File: config.mk
export PLATFORM = sky130hd
export DESIGN_NAME = multicycle_control
export DESIGN_NICKNAME = d
export VERILOG_FILES = /design/src/rtl/mips_ctrl_pkg.sv /design/src/rtl/mc_out_decode.sv /design/src/rtl/multicycle_control.sv
export SDC_FILE = /design/constraint.sdc
export NUM_CORES = 1
export LEC_CHECK = 0
export CAP_MARGIN = 20
export CORE_MARGIN = 3
export CORE_UTILIZATION = 46
export CTS_CLUSTER_DIAMETER = 100
export CTS_CLUSTER_SIZE = 40
export DETAILED_ROUTE_END_ITERATION = 7
export PLACE_DENSITY = 0.87
export SYNTH_ARGS = -nofsm -noshare
export SYNTH_HDL_FRONTEND = slang
export SYNTH_HIERARCHICAL = 1
export SYNTH_SLANG_ARGS = --single-unit
File: constraint.sdc
create_clock -name clk -period 7 [get_ports clk]
set_clock_uncertainty 0.05 [all_clocks]
set_input_delay 1.05 -clock clk [delete_from_list [all_inputs] [get_ports clk]]
set_output_delay 1.05 -clock clk [all_outputs]
set_load 0.02 [all_outputs]
File: src/rtl/mips_ctrl_pkg.sv
// Shared definitions for the multicycle MIPS control unit.
// Holds the state encoding, opcode constants and datapath select codes.
package mips_ctrl_pkg;

    typedef enum logic [3:0] {
        S_IDLE   = 4'd0,
        S_FETCH  = 4'd1,
        S_DECODE = 4'd2,
        S_MEMADR = 4'd3,
        S_MEMRD  = 4'd4,
        S_MEMWB  = 4'd5,
        S_MEMWR  = 4'd6,
        S_EXEC   = 4'd7,
        S_ALUWB  = 4'd8,
        S_BRANCH = 4'd9,
        S_JUMP   = 4'd10,
        S_ADDIEX = 4'd11,
        S_ADDIWB = 4'd12
    } state_t;

    localparam logic [5:0] OP_RTYPE = 6'b000000;
    localparam logic [5:0] OP_J     = 6'b000010;
    localparam logic [5:0] OP_BEQ   = 6'b000100;
    localparam logic [5:0] OP_BNE   = 6'b000101;
    localparam logic [5:0] OP_ADDI  = 6'b001000;
    localparam logic [5:0] OP_LW    = 6'b100011;
    localparam logic [5:0] OP_SW    = 6'b101011;

    localparam logic [2:0] ALU_ADD   = 3'b000;
    localparam logic [2:0] ALU_SUB   = 3'b001;
    localparam logic [2:0] ALU_FUNCT = 3'b010;

    localparam logic [1:0] PCSRC_ALU    = 2'b00;
    localparam logic [1:0] PCSRC_ALUOUT = 2'b01;
    localparam logic [1:0] PCSRC_JUMP   = 2'b10;

    localparam logic [1:0] SRCB_REG    = 2'b00;
    localparam logic [1:0] SRCB_FOUR   = 2'b01;
    localparam logic [1:0] SRCB_IMM    = 2'b10;
    localparam logic [1:0] SRCB_IMM_SH = 2'b11;

    typedef struct packed {
        logic       pc_write;
        logic       pc_write_cond;
        logic       branch_ne;
        logic       i_or_d;
        logic       mem_read;
        logic       mem_write;
        logic       mem_to_reg;
        logic       ir_write;
        logic       alu_src_a;
        logic       reg_write;
        logic       reg_dst;
        logic [1:0] pc_source;
        logic [1:0] alu_src_b;
        logic [2:0] alu_op;
        logic       illegal_op;
    } ctrl_t;

    function automatic logic op_is_legal(input logic [5:0] op);
        return (op == OP_RTYPE) || (op == OP_J) || (op == OP_BEQ) || (op == OP_BNE) ||
               (op == OP_ADDI) || (op == OP_LW) || (op == OP_SW);
    endfunction

endpackage

File: src/rtl/mc_out_decode.sv
// Pure combinational Moore-style output decode for the multicycle controller.
// Only FETCH looks at mem_ready; only DECODE and BRANCH look at the opcode.
module mc_out_decode
    import mips_ctrl_pkg::*;
(
    input  state_t      state,
    input  logic [5:0]  opcode,
    input  logic        mem_ready,
    output ctrl_t       ctrl
);

    always_comb begin
        ctrl = '0;
        case (state)
            S_FETCH: begin
                ctrl.mem_read  = 1'b1;
                ctrl.alu_src_b = SRCB_FOUR;
                ctrl.alu_op    = ALU_ADD;
                ctrl.pc_source = PCSRC_ALU;
                ctrl.ir_write  = mem_ready;
                ctrl.pc_write  = mem_ready;
            end
            S_DECODE: begin
                ctrl.alu_src_b  = SRCB_IMM_SH;
                ctrl.alu_op     = ALU_ADD;
                ctrl.illegal_op = ~op_is_legal(opcode);
            end
            S_MEMADR, S_ADDIEX: begin
                ctrl.alu_src_a = 1'b1;
                ctrl.alu_src_b = SRCB_IMM;
                ctrl.alu_op    = ALU_ADD;
            end
            S_MEMRD: begin
                ctrl.mem_read = 1'b1;
                ctrl.i_or_d   = 1'b1;
            end
            S_MEMWB: begin
                ctrl.reg_write  = 1'b1;
                ctrl.mem_to_reg = 1'b1;
            end
            S_MEMWR: begin
                ctrl.mem_write = 1'b1;
                ctrl.i_or_d    = 1'b1;
            end
            S_EXEC: begin
                ctrl.alu_src_a = 1'b1;
                ctrl.alu_src_b = SRCB_REG;
                ctrl.alu_op    = ALU_FUNCT;
            end
            S_ALUWB: begin
                ctrl.reg_write = 1'b1;
                ctrl.reg_dst   = 1'b1;
            end
            S_ADDIWB: begin
                ctrl.reg_write = 1'b1;
            end
            S_BRANCH: begin
                ctrl.alu_src_a     = 1'b1;
                ctrl.alu_src_b     = SRCB_REG;
                ctrl.alu_op        = ALU_SUB;
                ctrl.pc_write_cond = 1'b1;
                ctrl.pc_source     = PCSRC_ALUOUT;
                ctrl.branch_ne     = (opcode == OP_BNE);
            end
            S_JUMP: begin
                ctrl.pc_write  = 1'b1;
                ctrl.pc_source = PCSRC_JUMP;
            end
            default: ctrl = '0;
        endcase
    end

endmodule

File: src/rtl/multicycle_control.sv
// Multicycle MIPS control FSM: state register, opcode latch and next-state logic.
// Output decode lives in mc_out_decode.
module multicycle_control
    import mips_ctrl_pkg::*;
(
    input  logic        clk,
    input  logic        rst_n,
    input  logic [5:0]  opcode,
    input  logic        mem_ready,
    output logic        PCWrite,
    output logic        PCWriteCond,
    output logic        BranchNe,
    output logic        IorD,
    output logic        MemRead,
    output logic        MemWrite,
    output logic        MemtoReg,
    output logic        IRWrite,
    output logic        ALUsrcA,
    output logic        RegWrite,
    output logic        RegDst,
    output logic [1:0]  PCSource,
    output logic [1:0]  ALUsrcB,
    output logic [2:0]  ALUop,
    output logic        illegal_op,
    output logic [3:0]  state_o
);

    state_t      state_reg;
    state_t      state_next;
    logic [5:0]  opcode_reg;
    logic [5:0]  op_eff;
    ctrl_t       ctrl;

    always_ff @(posedge clk or negedge rst_n) begin
        if (!rst_n) begin
            state_reg  <= S_IDLE;
            opcode_reg <= '0;
        end else begin
            state_reg <= state_next;
            if (state_reg == S_DECODE)
                opcode_reg <= opcode;
        end
    end

    always_comb begin
        state_next = S_IDLE;
        case (state_reg)
            S_IDLE:   state_next = S_FETCH;
            S_FETCH:  state_next = mem_ready ? S_DECODE : S_FETCH;
            S_DECODE: begin
                case (opcode)
                    OP_LW, OP_SW:    state_next = S_MEMADR;
                    OP_RTYPE:        state_next = S_EXEC;
                    OP_ADDI:         state_next = S_ADDIEX;
                    OP_BEQ, OP_BNE:  state_next = S_BRANCH;
                    OP_J:            state_next = S_JUMP;
                    default:         state_next = S_FETCH;
                endcase
            end
            S_MEMADR: state_next = (opcode_reg == OP_LW) ? S_MEMRD : S_MEMWR;
            S_MEMRD:  state_next = mem_ready ? S_MEMWB : S_MEMRD;
            S_MEMWB:  state_next = S_FETCH;
            S_MEMWR:  state_next = mem_ready ? S_FETCH : S_MEMWR;
            S_EXEC:   state_next = S_ALUWB;
            S_ALUWB:  state_next = S_FETCH;
            S_ADDIEX: state_next = S_ADDIWB;
            S_ADDIWB: state_next = S_FETCH;
            S_BRANCH: state_next = S_FETCH;
            S_JUMP:   state_next = S_FETCH;
            default:  state_next = S_IDLE;
        endcase
    end

    // The latch only captures at the end of DECODE, so DECODE itself must see the live field.
    assign op_eff = (state_reg == S_DECODE) ? opcode : opcode_reg;

    mc_out_decode u_out_decode (
        .state     (state_reg),
        .opcode    (op_eff),
        .mem_ready (mem_ready),
        .ctrl      (ctrl)
    );

    assign PCWrite     = ctrl.pc_write;
    assign PCWriteCond = ctrl.pc_write_cond;
    assign BranchNe    = ctrl.branch_ne;
    assign IorD        = ctrl.i_or_d;
    assign MemRead     = ctrl.mem_read;
    assign MemWrite    = ctrl.mem_write;
    assign MemtoReg    = ctrl.mem_to_reg;
    assign IRWrite     = ctrl.ir_write;
    assign ALUsrcA     = ctrl.alu_src_a;
    assign RegWrite    = ctrl.reg_write;
    assign RegDst      = ctrl.reg_dst;
    assign PCSource    = ctrl.pc_source;
    assign ALUsrcB     = ctrl.alu_src_b;
    assign ALUop       = ctrl.alu_op;
    assign illegal_op  = ctrl.illegal_op;
    assign state_o     = state_reg;

endmodule

==> results.md <==
- Outcome: finished, final reports clean
- Type of element launching the critical path: flop
- Layout cells sized above 1: 15.4%
- Post-Syn Area: 845 µm²
- # setup viols final: 0
- Required time at the worst-slack endpoint: 5.90 ns
- Aggregate negative setup slack: 0 ns
- Inserted Diodes: 0
- Buffer cell driving the clock tree root: sky130_fd_sc_hd__clkbuf_4
- Avg Cell Area, Syn: 9.49 µm²
- Worst ir drop on vdd: 0.266 mV
- Sequential share of the synthesized area: 29.6%
- Std-Cell Core Area: 1610 µm²
- Mapped Nets: 98
- HPWL reported at the end of detailed placement: 1490 µm
- Clock buffer count from CTS: 3
- Ranking of synthesized cells by instance count: sky130_fd_sc_hd__dfrtp_1 (10), sky130_fd_sc_hd__nor2_1 (8), sky130_fd_sc_hd__mux2_2 (6)
- Die extent in x: 48.9 µm
- Global-route wire length before repair: 3400 µm
- Number of instances resized during post-cts repair: 0
- Clock latency on the worst-skew pair: 0.27 ns
- Share of the synthesized area in the top cell type: 29.6%
- CTS tree: done
- Post-Syn Instances: 89
- Standard cell with the maximum stage delay on the critical path: sky130_fd_sc_hd__dfrtp_1
- Die boundary height: 48.9 µm
- Layout Nets: 127
- Starting density of the core: 52.4%
- Number of H-tree levels: 1
- Max-slew violation total from the final report: 0
- Static leakage power: 0.422 nW
- Via count of the first global-routing pass: 718
- Maximum clock path buffer count: 2
- Period minus WS final: 4.32 ns
- Power density relative to cell area: 414 nW/µm²
- Dominant cell type by area after synthesis: sky130_fd_sc_hd__dfrtp_1
- Placed cell count: 137
- Largest net degree at the start of global routing: 20
- Antenna violations before repair: 0
- Global route total overflow: 0
- Maximum clock rate: 231 MHz
- FP Rows: 14
- Ranking of synthesized cells by area: sky130_fd_sc_hd__dfrtp_1 (30%), sky130_fd_sc_hd__mux2_2 (8.0%), sky130_fd_sc_hd__nor2_1 (3.6%), sky130_fd_sc_hd__nor4b_1 (3.1%), sky130_fd_sc_hd__nand2b_1 (3.0%)
- Number of buffers and inverters on the critical path: 1
- # DRC: 0
- Average wire length per cell after detail routing: 14.2 µm
- Count of routing violations after the opening detailed-route iteration: 16
- Number of enable flip-flop cells after synthesis: 0
- Cell-by-cell trace of the critical path: nor4b_4, mux2_2, or4_1, a31oi_1, nor4bb_1, clkdlybuf4s50_1
- Cell family contributing the most delay on the critical path: simple AND/OR/NAND/NOR gates
- Hold-fix buffers, CTS: 0
- Boundary pin count: 32
- Largest stage delay, worst path: 0.61 ns
- Setup CP Type: flop to output port
- Placer's final routability congestion estimate: 0.797
- Unrepaired setup endpoints after global routing: no
- Buffers inserted during post-CTS setup optimization: 0
- Vias per cell: 5.70
- Max reg flops: 6
- Yosys cell types: 42
- Global-route usage over all layers: 18.2%
- Final cell count without fillers: 141
- Largest fanout on the critical path: 19
- Layout overhead on the synthesized area: 37.8%
- Port Buffer Count: 30
- Relative max-transition margin: 56.5%
- Measured slew at the worst slew-check pin: 0.652 ns
- Number of violations of the max-capacitance limit: 0
- Post-route fraction of the period consumed by the critical path: 61.8%
- Async SR Flop Fraction: 100%
- Sink count of the clock tree: 10
- Hold Path Class: flop to flop
- Post-synthesis register bit count: 10
- Total via count in the routed design: 803
- Final antenna-violating net count: 0
- Count of endpoints failing hold in the final timing report: 0
- Full die area: 2390 µm²
- Clock-pin transition on the worst setup and hold timing paths: 0.06 ns
- Post-detailed-routing wire length: 2000 µm
- Number of warning messages in the yosys log: 6
- Data arrival time of the critical path: 3.22 ns
- Commonest register cell after synthesis: sky130_fd_sc_hd__dfrtp_1
- Critical path endpoint category: output port
- Cell with the most instances after synthesis: sky130_fd_sc_hd__dfrtp_1
- Drt first pass iters: 4
-- final timing paths --
path	depth (start not counted)	to	slack, ns	from
min	1	opcode_reg[2]	0.53	opcode_reg[2]
max in group asynchronous	1	state_o[1]	5.53	rst_n
min reg2reg	1	opcode_reg[2]	0.53	opcode_reg[2]
max reg2reg	2	opcode_reg[5]	5.17	state_o[0]
max	6	illegal_op	2.68	state_o[0]
min in group asynchronous	1	opcode_reg[4]	1.05	rst_n
-- final cells by class --
class	instances	area, µm²
Multi-Input combinational cell	71	539
Fill cell	140	448
Timing Repair Buffer	30	300
Clock buffer	4	36.3
Sequential cell	10	250
Inverter	2	7.51
Tap cell	24	30.0
-- cells by family (layout without fill, tap and decap cells) --
group	Yosys count	count (layout)	synth area share [%]
other	1	1	0.444
AND/OR/NAND/NOR	42	42	35.4
XOR/XNOR	2	2	2.07
multiplexers	6	6	8.00
AO/OA/AOI/OAI	20	20	17.9
flip-flops	10	10	29.6
buffers and inverters	8	36	6.52
-- report_power, final --
part | internal [W] | switching, W
Combinational | 0.000155 | 0.000138
Clock | 0.0000316 | 0.0000196
Sequential | 0.0000838 | 0.0000536
-- through the flow --
| step | utilization [%] | power [W] | instance area, µm² | hold slack (ns) | setup WS (ns) |
|---|---|---|---|---|---|
| after floorplan | - | 0.000329 | 845 | 0.462 | 3.46 |
| after global placement | 70.0 | 0.000423 | 1130 | 0.494 | 2.72 |
| after detailed placement | 70.0 | 0.000432 | 1130 | 0.511 | 2.70 |
| after CTS | 72.2 | 0.000485 | 1160 | 0.526 | 2.66 |
| after global routing | 72.2 | 0.000516 | 1160 | 0.556 | 2.50 |
| final | 72.2 | 0.000482 | 1160 | 0.527 | 2.68 |
-- per-layer routing --
layer  vias up  part of all wire (%)  wire length [µm]  track usage, %
met5         -                     0                 0               0
met4         0                   1.0                21            7.11
met3         4                   5.0               100            6.12
met2        23                    51              1030            32.4
met1       385                    43               855            19.8
li1        391                     -                 -               -
-- cells in the final DEF (no fill, tap or decap), drive strengths merged, types with 2 or more instances in the layout --
master / count
a21boi: 2
dfrtp: 10
clkbuf: 4
nand2b: 6
nor2: 8
nor4bb: 2
a21oi: 3
or2: 2
a211oi: 2
xnor2: 2
o31ai: 2
inv: 2
nor4b: 5
mux2: 6
nor3: 5
nor3b: 3
nor2b: 4
clkdlybuf4s50: 30
a31oi: 2
Power figures use the tool's default switching activity.
